--- src/rtl/mio_responder_if.sv ---
// CPU-side memory/IO handshake: request held until a one-cycle mio_ready completion.
interface mio_responder_if;
    logic        mem_read;
    logic        mem_write;
    logic [31:0] addr;
    logic [31:0] wdata;
    logic [31:0] rdata;
    logic        mio_ready;
    logic        err;

    modport master (
        output mem_read, mem_write, addr, wdata,
        input  rdata, mio_ready, err
    );

    modport slave (
        input  mem_read, mem_write, addr, wdata,
        output rdata, mio_ready, err
    );
endinterface

--- src/rtl/mio_responder.sv ---
// Memory/IO responder: serves one CPU word access from block RAM (wait states) or the IO register file.
// Latency: RAM WAIT_CYCLES+1 cycles, IO 2 cycles after accept; requests outside IDLE only feed the drop check.
module mio_responder #(
    parameter int          WAIT_CYCLES = 2,
    parameter int          RAM_AW      = 10,
    parameter logic [3:0]  IO_TAG      = 4'hF
) (
    input  logic              i_clk,
    input  logic              i_reset,
    mio_responder_if.slave    bus,
    output logic [RAM_AW-1:0] o_ram_addr,
    output logic              o_ram_we,
    output logic [31:0]       o_ram_din,
    input  logic [31:0]       i_ram_dout,
    input  logic [15:0]       i_sw,
    output logic [15:0]       o_led
);
    typedef enum logic [1:0] {IDLE, RAM_WAIT, IO_ACC, DONE} state_t;

    localparam logic [3:0] WAIT_LOAD = 4'(WAIT_CYCLES - 1);

    state_t      r_state;
    logic [31:0] r_addr;
    logic [31:0] r_wdata;
    logic        r_wr;
    logic [3:0]  r_wcnt;
    logic [31:0] r_rdata;
    logic        r_ready;
    logic        r_err;
    logic        r_ram_we;
    logic [15:0] r_led;
    logic [31:0] r_cnt;
    logic [31:0] r_cnt_snap;
    logic [15:0] r_sw_s1;
    logic [15:0] r_sw_s2;

    logic        w_req;
    logic [1:0]  w_off;
    logic        w_cnt_clr;
    logic [31:0] w_io_rdata;
    logic        w_unused;

    assign w_req     = bus.mem_read | bus.mem_write;
    assign w_off     = r_addr[3:2];
    assign w_cnt_clr = (r_state == IO_ACC) && r_wr && (w_off == 2'd2);
    assign w_unused  = &{1'b0, r_addr[31:RAM_AW+2], r_addr[1:0]};

    always_comb begin
        w_io_rdata = 32'h0;
        case (w_off)
            2'd0:    w_io_rdata = {16'h0, r_led};
            2'd1:    w_io_rdata = {16'h0, r_sw_s2};
            2'd2:    w_io_rdata = r_cnt_snap;
            default: w_io_rdata = 32'h0;
        endcase
    end

    always_ff @(posedge i_clk) begin
        if (!i_reset) begin
            r_state    <= IDLE;
            r_addr     <= '0;
            r_wdata    <= '0;
            r_wr       <= 1'b0;
            r_wcnt     <= '0;
            r_rdata    <= '0;
            r_ready    <= 1'b0;
            r_err      <= 1'b0;
            r_ram_we   <= 1'b0;
            r_led      <= '0;
            r_cnt_snap <= '0;
        end else begin
            case (r_state)
                IDLE: begin
                    r_ready <= 1'b0;
                    if (w_req) begin
                        r_addr     <= bus.addr;
                        r_wdata    <= bus.wdata;
                        r_wr       <= bus.mem_write;
                        r_cnt_snap <= r_cnt;
                        // read+write together: the write wins and the clash is flagged
                        if (bus.mem_read && bus.mem_write)
                            r_err <= 1'b1;
                        if (bus.addr[31:28] == IO_TAG) begin
                            r_state <= IO_ACC;
                        end else begin
                            r_state  <= RAM_WAIT;
                            r_wcnt   <= WAIT_LOAD;
                            r_ram_we <= bus.mem_write;
                        end
                    end
                end
                RAM_WAIT: begin
                    r_ram_we <= 1'b0;
                    if (!w_req)
                        r_err <= 1'b1;
                    if (r_wcnt == 4'd0) begin
                        r_state <= DONE;
                        r_ready <= 1'b1;
                        if (!r_wr)
                            r_rdata <= i_ram_dout;
                    end else begin
                        r_wcnt <= r_wcnt - 4'd1;
                    end
                end
                IO_ACC: begin
                    if (!w_req)
                        r_err <= 1'b1;
                    r_state <= DONE;
                    r_ready <= 1'b1;
                    if (r_wr) begin
                        if (w_off == 2'd0)
                            r_led <= r_wdata[15:0];
                    end else begin
                        r_rdata <= w_io_rdata;
                    end
                end
                DONE: begin
                    r_ready <= 1'b0;
                    r_state <= IDLE;
                end
                default: r_state <= IDLE;
            endcase
        end
    end

    // Free-running cycle counter; a write to its offset clears it and beats the increment.
    always_ff @(posedge i_clk) begin
        if (!i_reset)
            r_cnt <= '0;
        else if (w_cnt_clr)
            r_cnt <= '0;
        else
            r_cnt <= r_cnt + 32'd1;
    end

    always_ff @(posedge i_clk) begin
        if (!i_reset) begin
            r_sw_s1 <= '0;
            r_sw_s2 <= '0;
        end else begin
            r_sw_s1 <= i_sw;
            r_sw_s2 <= r_sw_s1;
        end
    end

    assign bus.rdata     = r_rdata;
    assign bus.mio_ready = r_ready;
    assign bus.err       = r_err;
    assign o_ram_addr    = r_addr[RAM_AW+1:2];
    assign o_ram_we      = r_ram_we;
    assign o_ram_din     = r_wdata;
    assign o_led         = r_led;
endmodule
--- src/flat_wrapper.sv ---
// flat-port wrapper written by rule: the top's interface ports become plain ports
module mio_responder_flat 
#(
    parameter int          WAIT_CYCLES = 2,
    parameter int          RAM_AW      = 10,
    parameter logic [3:0]  IO_TAG      = 4'hF
)
  (i_clk, i_reset, o_ram_addr, o_ram_we, o_ram_din, i_ram_dout, i_sw, o_led, bus_mem_read, bus_mem_write, bus_addr, bus_wdata, bus_rdata, bus_mio_ready, bus_err);
  mio_responder_if bus_i ();
  input  logic i_clk;
  input  logic i_reset;
  output logic [RAM_AW-1:0] o_ram_addr;
  output logic o_ram_we;
  output logic [31:0] o_ram_din;
  input  logic [31:0] i_ram_dout;
  input  logic [15:0] i_sw;
  output logic [15:0] o_led;
  input wire logic [$bits(bus_i.mem_read)-1:0] bus_mem_read;
  input wire logic [$bits(bus_i.mem_write)-1:0] bus_mem_write;
  input wire logic [$bits(bus_i.addr)-1:0] bus_addr;
  input wire logic [$bits(bus_i.wdata)-1:0] bus_wdata;
  output wire logic [$bits(bus_i.rdata)-1:0] bus_rdata;
  output wire logic [$bits(bus_i.mio_ready)-1:0] bus_mio_ready;
  output wire logic [$bits(bus_i.err)-1:0] bus_err;
  assign bus_i.mem_read = bus_mem_read;
  assign bus_i.mem_write = bus_mem_write;
  assign bus_i.addr = bus_addr;
  assign bus_i.wdata = bus_wdata;
  assign bus_rdata = bus_i.rdata;
  assign bus_mio_ready = bus_i.mio_ready;
  assign bus_err = bus_i.err;
  mio_responder #(.WAIT_CYCLES(WAIT_CYCLES), .RAM_AW(RAM_AW), .IO_TAG(IO_TAG)) u_core (.i_clk(i_clk), .i_reset(i_reset), .bus(bus_i), .o_ram_addr(o_ram_addr), .o_ram_we(o_ram_we), .o_ram_din(o_ram_din), .i_ram_dout(i_ram_dout), .i_sw(i_sw), .o_led(o_led));
endmodule
--- config.mk ---
export PLATFORM = sky130hd
export DESIGN_NAME = mio_responder_flat
export DESIGN_NICKNAME = d
export VERILOG_FILES = /design/src/rtl/mio_responder_if.sv /design/src/rtl/mio_responder.sv /design/src/flat_wrapper.sv
export SDC_FILE = /design/constraint.sdc
export NUM_CORES = 1
export LEC_CHECK = 0
export CAP_MARGIN = 20
export CORE_MARGIN = 3
export CORE_UTILIZATION = 48
export CTS_CLUSTER_DIAMETER = 50
export DETAILED_ROUTE_END_ITERATION = 8
export PLACE_DENSITY = 0.79
export SLEW_MARGIN = 25
export SYNTH_ARGS = -nofsm -noshare
export SYNTH_HDL_FRONTEND = slang
export SYNTH_SLANG_ARGS = --single-unit
--- constraint.sdc ---
create_clock -name i_clk -period 2.6 [get_ports i_clk]
set_input_delay 0.39 -clock i_clk [delete_from_list [all_inputs] [get_ports i_clk]]
set_output_delay 0.39 -clock i_clk [all_outputs]
set_load 0.01 [all_outputs]
==> metrics.log, run 1 <==
INFO  metric netlist-cell-type-count = 50
INFO  metric dr_total_vias = roughly 7,000
INFO  metric initial_util = between 50% and 60%
INFO  metric finalSetupViolations = 0
INFO  metric clock_root_cell = sky130_fd_sc_hd__clkbuf_16
INFO  metric die_width = around 130 µm
INFO  metric highest_layer_used_for_signal_routing = met4
INFO  metric rows = between 40 and 50
INFO  metric fillCellCount = 1,287
INFO  metric clkTransAtPathRegs = roughly 0.07 ns
INFO  metric antenna_cells_inserted = 0
INFO  metric hold_path.class = flip-flop to flip-flop
INFO  metric met1Wirelength = ~9000 µm
INFO  metric power_density = 887 mW/mm²
INFO  metric number_of_gates_resized_after_cts = 0
INFO  metric critical_path_required = 2.21 ns
INFO  metric finalSetupTns = 0 ns
INFO  metric max_clock_freq = roughly 440 MHz
INFO  metric number_of_remaining_drc_errors = 0
INFO  metric fraction_of_final_layout_cells_sized_beyond_drive_strength_1 = a little under 5%
INFO  metric numClockSinks = approximately 200
INFO  metric power_frac_clock = a little over a quarter
INFO  metric min_path_cells = 1
INFO  metric worstReg2RegStart = u_core.r_state[1]
INFO  metric report.final.hold_viol_count = 0
INFO  metric floorplan.die.height = 133 µm
INFO  metric worstRegToRegCells = 7
INFO  metric core_area = ~0.015 mm²
INFO  metric report.final.slew_viol_count = 0
INFO  metric min_from = u_core.r_sw_s1[13]
INFO  metric crit_type = flip-flop to output pin
INFO  metric global_route.usage.total = roughly 23%
INFO  metric ctsLongestPathBuffers = 2
INFO  metric grt_pass1_wl = between 30,000 and 40,000 µm
INFO  metric sequentialPowerShare = about two fifths
INFO  metric synth_xor_xnor_area_share = under 10%
INFO  metric power.net_switching = between 3 and 4 mW
INFO  metric critical_path.max_fanout = 14
INFO  metric drt_pre_antenna_iters = 5
INFO  metric outcome = finished, final reports clean
INFO  metric nNetsFinal = 1,208
INFO  metric route.met2.wl = roughly 9700 µm
INFO  metric route.antenna.remaining_nets = 0
INFO  metric fin_total_pwr = 9.18 mW
INFO  metric fin_skew = ~0.01 ns
INFO  metric most_used_dff_post_synth = sky130_fd_sc_hd__dfxtp_1
INFO  metric clk_latency = around 0.43 ns
INFO  metric cp.buffers_inverters = 1
INFO  metric crit_path_cell_trace = clkdlybuf4s50_1
INFO  metric h-tree-depth = 4
INFO  metric crit_path_end_kind = output pin
INFO  metric area_growth = 33.5%
INFO  metric comb_power_share = around a third
INFO  metric grt_pass1_vias = 6,586
INFO  metric port_buffers = 190
INFO  metric simple_gate_share_of_the_synthesized_area = between 20% and 30%
INFO  metric reg2reg_setup_slack = approximately 0.45 ns
INFO  metric total_routed_length = between 20,000 and 25,000 µm
INFO  metric arrival = between 1.5 and 2 ns
INFO  metric cts_inserted_buffers = 17
INFO  metric synth.net_count = around 1,100
INFO  metric synth_mux_area_share = under 10%
INFO  metric drv_cap = 0
INFO  metric critical_path_cell_count = 1
INFO  metric synth_top_family_by_area = simple AND/OR/NAND/NOR gates
INFO  metric cts_tree = built
INFO  metric timing.rr.end = u_core.bus.rdata[31]
INFO  metric max-slew-margin-rel = a little over half
INFO  metric synth_compound_gate_area_share = between 10% and 20%
INFO  metric grt_setup_unrepaired = no
INFO  metric post-cts-setup-buffer-count = 0
INFO  metric fin_crit = roughly 2.3 ns
INFO  metric mappedNetlistArea = 0.00775 mm²
INFO  metric vias_per_cell = 5.35
INFO  metric vdd_ir_drop_max = ~0.6 mV
INFO  metric part_of_the_yosys_area_used_for_sequential_elements = approximately half
INFO  metric final_core_util = about 67%
INFO  metric drt_iter0_drc = around 510
INFO  metric setup.worst_path.end = o_ram_addr[1]
INFO  metric cts-hold-fix-buffers = 0
INFO  metric p_leak = about 3.6 nW
INFO  metric cp_top_family = flip-flops
INFO  metric postSynthCellCount = roughly 930
INFO  metric io_pins = between 200 and 250
INFO  metric antenna_violations_before_repair = 0
INFO  metric finalHoldWorstSlack = about 0.44 ns
INFO  metric setup.worst_path.start = u_core.r_addr[3]
INFO  metric final_period_utilization = just under 90%
INFO  metric setup.worst_path.start_class = flip-flop
INFO  metric synth_fa_ha_area_share = less than 1%
INFO  metric route.met3.wl = 1910 µm
INFO  metric mean_instance_size_in_the_synthesized_netlist = between 8 and 9 µm²
INFO  metric crit_path_top_delay_cell = sky130_fd_sc_hd__dfxtp_1
INFO  metric switching_share = between 30% and 40%
INFO  metric dp.final_hpwl = approximately 14,000 µm
INFO  metric pin_count_of_the_biggest_net_entering_global_routing = 77
INFO  metric critical_path.max_stage_delay = approximately 0.76 ns
INFO  metric yosysWarnings = 0
INFO  metric die_area = 0.0177 mm²
INFO  metric synth_seq_cells = 196
INFO  metric synth-edff-count = 0
INFO  metric cellInternalPower = between 6 and 7 mW
INFO  metric grt_remaining_overflow = 0
INFO  metric worst_slew_pin_slew = around 0.7 ns
INFO  metric place_congestion = roughly 0.81
INFO  metric post_detailed_route_wirelength_per_cell = 15.8 µm
INFO  metric postSynth.asyncResetShare = 0%
power groups by stage:
stage | combinational, mW | clock [mW] | sequential [mW]
2_1_floorplan | 1.59 | 0 | 3.87
3_3_place_gp | 3.03 | 0 | 3.75
3_5_place_dp | 3.07 | 0 | 3.76
4_1_cts | 3.10 | 2.43 | 3.70
5_1_grt | 3.39 | 2.55 | 3.76
6_report | 3.09 | 2.40 | 3.70
worst min-delay path by stage:
stage / endpoint / slack, ns
floorplan: u_core.r_sw_s2[0] / 0.41
global placement: u_core.r_sw_s2[12] / 0.41
detailed placement: u_core.r_sw_s2[13] / 0.42
CTS: u_core.r_sw_s2[13] / 0.44
global route: u_core.r_sw_s2[5] / 0.44
finish: u_core.r_sw_s2[13] / 0.44
flip-flops by register name, indices dropped and copies added, names as in the netlist:
name,flops
u_core.bus.rdata,32
u_core.o_ram_din,32
u_core.r_cnt,32
u_core.r_cnt_snap,32
u_core.o_led,16
u_core.r_sw_s1,16
u_core.r_sw_s2,16
u_core.r_addr,10
u_core.r_wcnt,4
u_core.r_state,2
u_core.bus.err,1
u_core.bus.mio_ready,1
u_core.o_ram_we,1
u_core.r_wr,1
cell type report:
| type | count | area [µm²] | area share, % |
|---|---|---|---|
| clock inverter | 11 | 80.1 | 0.774 |
| tap | 211 | 264 | 2.55 |
| clock buffer | 21 | 450 | 4.35 |
| multi-input combinational | 642 | 3490 | 33.7 |
| sequential | 196 | 3920 | 37.9 |
| timing repair buffer | 203 | 2040 | 19.7 |
| inverter | 26 | 98.8 | 0.956 |
cells in the final DEF, fill, tap and decap left out, types with 4 or more instances in the layout:
cell type,count
sky130_fd_sc_hd__a211oi_1,16
sky130_fd_sc_hd__a21oi_1,128
sky130_fd_sc_hd__and2_1,33
sky130_fd_sc_hd__buf_4,10
sky130_fd_sc_hd__clkbuf_16,17
sky130_fd_sc_hd__clkdlybuf4s50_1,190
sky130_fd_sc_hd__clkinv_2,4
sky130_fd_sc_hd__clkinvlp_4,4
sky130_fd_sc_hd__dfxtp_1,196
sky130_fd_sc_hd__ha_1,6
sky130_fd_sc_hd__inv_1,25
sky130_fd_sc_hd__mux2i_1,18
sky130_fd_sc_hd__nand2_1,217
sky130_fd_sc_hd__nand3_1,20
sky130_fd_sc_hd__nand4_1,9
sky130_fd_sc_hd__nor2_1,38
sky130_fd_sc_hd__nor2b_1,17
sky130_fd_sc_hd__nor3_1,4
sky130_fd_sc_hd__nor4_1,5
sky130_fd_sc_hd__o21ai_0,22
sky130_fd_sc_hd__o221ai_1,16
sky130_fd_sc_hd__o22ai_1,16
sky130_fd_sc_hd__o31ai_1,13
sky130_fd_sc_hd__or4_1,15
sky130_fd_sc_hd__xnor2_1,8
sky130_fd_sc_hd__xor2_1,5
synth_stat cells (8+ instances only):
master                       n  share of area (%)
sky130_fd_sc_hd__inv_1      25                1.2
sky130_fd_sc_hd__or4_1      15                1.5
sky130_fd_sc_hd__o21ai_0    23                1.5
sky130_fd_sc_hd__nand3_1    20                1.3
sky130_fd_sc_hd__clkbuf_1   57                2.8
sky130_fd_sc_hd__and2_1     33                2.7
sky130_fd_sc_hd__nand2_1   217                 11
sky130_fd_sc_hd__o221ai_1   16                1.8
sky130_fd_sc_hd__a211oi_1   16                1.5
sky130_fd_sc_hd__mux2i_1    18                2.3
sky130_fd_sc_hd__a21oi_1   129                8.3
sky130_fd_sc_hd__nor2_1     38                1.8
sky130_fd_sc_hd__dfxtp_1   196                 51
sky130_fd_sc_hd__o31ai_1    13                1.3
sky130_fd_sc_hd__xnor2_1     8               0.90
sky130_fd_sc_hd__o22ai_1    16                1.3
sky130_fd_sc_hd__nor2b_1    17                1.4
sky130_fd_sc_hd__nand4_1     9               0.73
stage by stage:
step / worst slack [ns] / instance area, µm² / cells
6_report: 0.312 / 10300 / 1310
5_1_grt: 0.245 / 10300 / 1310
4_1_cts: 0.297 / 10300 / 1310
3_5_place_dp: 0.429 / 9810 / 1278
3_3_place_gp: 0.436 / 9810 / 1278
2_1_floorplan: 0.655 / 7750 / 929
layer usage:
| layer | track usage (%) | vias to the layer above |
|---|---|---|
| li1 | - | 3504 |
| met1 | 29.4 | 3214 |
| met2 | 37.6 | 263 |
| met3 | 7.87 | 23 |
| met4 | 5.60 | 0 |
| met5 | 0 | - |
cells by family (layout without fill, tap and decap cells):
family / count (synthesis) / in the layout
muxes: 19 / 19
xor gates and xnor gates: 13 / 13
and+or+nand+nor: 380 / 380
DFF: 196 / 196
adders and majority gates: 6 / 6
AOI/OAI and AO/OA: 224 / 224
buffers and inverters: 91 / 261
(Power assumes the default switching activity.)
==> inputs of run 2 (changes only) <==
==> constraint.sdc (replaced) <==
create_clock -name i_clk -period 2.5 [get_ports i_clk]
set_input_delay 0.375 -clock i_clk [delete_from_list [all_inputs] [get_ports i_clk]]
set_output_delay 0.375 -clock i_clk [all_outputs]
set_load 0.01 [all_outputs]
==> metrics.log, run 2 (same netlist as run 1, synthesis figures left out) <==
INFO  metric drt_iter0_drc = 500 (was 514)
INFO  metric outcome = finished, final reports clean (unchanged)
INFO  metric nNetsFinal = 1,211 (was 1,208)
INFO  metric area_growth = 34.0% (was 33.5%)
INFO  metric global_route.usage.total = 23.4% (was 23.0%)
INFO  metric max_clock_freq = approximately 470 MHz
INFO  metric number_of_gates_resized_after_cts = 0 (unchanged)
INFO  metric crit_type = flip-flop to flip-flop (was flip-flop to output pin)
INFO  metric multiInputGateArea = 0.00349 mm² (unchanged)
INFO  metric highest_layer_used_for_signal_routing = met4 (unchanged)
INFO  metric antenna_cells_inserted = 0 (unchanged)
INFO  metric route.met2.wl = 9760 µm (was 9690 µm)
INFO  metric critical_path.max_fanout = 17 (was 14)
INFO  metric antenna_violations_before_repair = 0 (unchanged)
INFO  metric h-tree-depth = 4 (unchanged)
INFO  metric worst_slew_pin_slew = 0.735 ns (was 0.706 ns)
INFO  metric grt_pass1_vias = 6,796 (was 6,586)
INFO  metric rows = 45 (unchanged)
INFO  metric vias_per_cell = 5.35 (about the same)
INFO  metric critical_path.max_stage_delay = 0.57 ns (was 0.76 ns)
INFO  metric grt_pass1_wl = 34,000 µm (was 33,400 µm)
INFO  metric report.final.slew_viol_count = 0 (unchanged)
INFO  metric dp.final_hpwl = 14,400 µm (was 14,300 µm)
INFO  metric drv_cap = 0 (unchanged)
INFO  metric post_detailed_route_wirelength_per_cell = 15.8 µm (about the same)
INFO  metric hold_path.class = flip-flop to flip-flop (unchanged)
INFO  metric finalSetupTns = 0 ns (unchanged)
INFO  metric regArea = 0.00392 mm² (unchanged)
INFO  metric fillCellCount = 1,299 (was 1,287)
INFO  metric crit_path_top_delay_cell = sky130_fd_sc_hd__and3b_1 (was sky130_fd_sc_hd__dfxtp_1)
INFO  metric io_pins = 209 (unchanged)
INFO  metric layout.cells.most_common_list = sky130_fd_sc_hd__nand2_1 (217), sky130_fd_sc_hd__dfxtp_1 (196), sky130_fd_sc_hd__clkdlybuf4s50_1 (190), sky130_fd_sc_hd__a21oi_1 (128), sky130_fd_sc_hd__nor2_1 (38) (unchanged)
INFO  metric finalSetupViolations = 0 (unchanged)
INFO  metric clk_latency = 0.43 ns (about the same)
INFO  metric cp_top_family = simple AND/OR/NAND/NOR gates (was flip-flops)
INFO  metric grt_setup_unrepaired = no (unchanged)
INFO  metric number_of_remaining_drc_errors = 0 (unchanged)
INFO  metric clock_root_cell = sky130_fd_sc_hd__clkbuf_16 (unchanged)
INFO  metric route.met3.wl = 1680 µm (was 1910 µm)
INFO  metric fin_skew = 0.0125 ns (was 0.00995 ns)
INFO  metric fraction_of_final_layout_cells_sized_beyond_drive_strength_1 = 5.17% (was 4.91%)
INFO  metric ctsLongestPathBuffers = 2 (unchanged)
INFO  metric clkTransAtPathRegs = 0.07 ns (about the same)
INFO  metric met1Wirelength = 9000 µm (was 8890 µm)
INFO  metric initial_util = 50.1% (unchanged)
INFO  metric total_routed_length = 20,800 µm (was 20,700 µm)
INFO  metric dr_total_vias = 7,030 (was 7,004)
INFO  metric die_width = 133 µm (unchanged)
INFO  metric core_area = 0.0155 mm² (unchanged)
INFO  metric p_leak = 3.60 nW (was 3.57 nW)
INFO  metric crit_path_end_kind = flip-flop (was output pin)
INFO  metric fin_crit = 2.13 ns
INFO  metric critical_path_required = 2.83 ns (was 2.21 ns)
INFO  metric max-slew-margin-rel = 50.7% (was 52.7%)
INFO  metric numClockSinks = 196 (unchanged)
INFO  metric place_congestion = 0.811 (about the same)
INFO  metric power_density = 928 mW/mm² (was 887 mW/mm²)
INFO  metric fin_total_pwr = 9.64 mW (was 9.18 mW)
INFO  metric cts-hold-fix-buffers = 0 (unchanged)
INFO  metric setup.worst_path.start_class = flip-flop (unchanged)
INFO  metric arrival = 2.46 ns (was 1.90 ns)
INFO  metric crit_path_cell_trace = inv_1 -> ha_1 -> buf_4 -> and3b_1 -> a21oi_1 -> a211oi_1 (was clkdlybuf4s50_1)
INFO  metric port_buffers = 190 (unchanged)
INFO  metric cts_inserted_buffers = 17 (unchanged)
INFO  metric report.final.hold_viol_count = 0 (unchanged)
INFO  metric die_area = 0.0177 mm² (unchanged)
INFO  metric pin_count_of_the_biggest_net_entering_global_routing = 77 (unchanged)
INFO  metric vdd_ir_drop_max = 0.542 mV (was 0.586 mV)
INFO  metric post-cts-setup-buffer-count = 0 (unchanged)
INFO  metric cp.buffers_inverters = 2 (was 1)
INFO  metric most_common_cell_after_layout_fill_and_taps_aside = sky130_fd_sc_hd__nand2_1 (unchanged)
INFO  metric floorplan.die.height = 133 µm (unchanged)
INFO  metric grt_remaining_overflow = 0 (unchanged)
INFO  metric drt_pre_antenna_iters = 7 (was 5)
INFO  metric cts_tree = built (unchanged)
INFO  metric final_period_utilization = a little under nine tenths
INFO  metric route.antenna.remaining_nets = 0 (unchanged)
-- run 2: per-stage QoR --
| stage | instances | util, % | setup WS (ns) | cell area (µm²) | hold slack, ns |
|---|---|---|---|---|---|
| 2_1_floorplan | 929 | - | 0.555 | 7750 | 0.412 |
| 3_3_place_gp | 1281 | 63.6 | 0.489 | 9850 | 0.413 |
| 3_5_place_dp | 1281 | 63.6 | 0.384 | 9850 | 0.419 |
| 4_1_cts | 1313 | 67.1 | 0.370 | 10400 | 0.435 |
| 5_1_grt | 1313 | 67.1 | 0.218 | 10400 | 0.450 |
| 6_report | 1313 | 67.1 | 0.373 | 10400 | 0.434 |
-- run 2: routing by layer --
layer | GRT usage (%) | vias up
met4 | 7.16 | 0
met2 | 38.3 | 247
li1 | - | 3505
met3 | 7.53 | 27
met1 | 29.4 | 3251
met5 | 0 | -
-- run 2: report_power, final --
group / switching, mW / total, mW / internal (mW) / leakage, nW
Combinational: 1.78 / 3.27 / 1.50 / 1.74
Sequential: 0.273 / 3.84 / 3.56 / 1.60
Clock: 1.19 / 2.53 / 1.34 / 0.261
Total: 3.24 / 9.64 / 6.40 / 3.60
-- run 2: worst paths after layout --
check | from | endpoint | slack, ns | depth (start not counted)
worst min-delay path | u_core.r_sw_s1[9] | u_core.r_sw_s2[9] | 0.43 | 1
worst max-delay path | u_core.r_state[0] | u_core.bus.rdata[23] | 0.37 | 6
worst min register to register | u_core.r_sw_s1[9] | u_core.r_sw_s2[9] | 0.43 | 1
worst max register to register | u_core.r_state[0] | u_core.bus.rdata[23] | 0.37 | 6
-- run 2: layout make-up --
| type | count | share of cell area [%] |
|---|---|---|
| flip-flops and latches | 196 | 37.8 |
| inverters | 26 | 0.952 |
| well taps | 211 | 2.54 |
| multi-input cells | 642 | 33.6 |
| clock buffers | 22 | 4.47 |
| repair buffers | 206 | 19.9 |
| clock inverters | 10 | 0.711 |
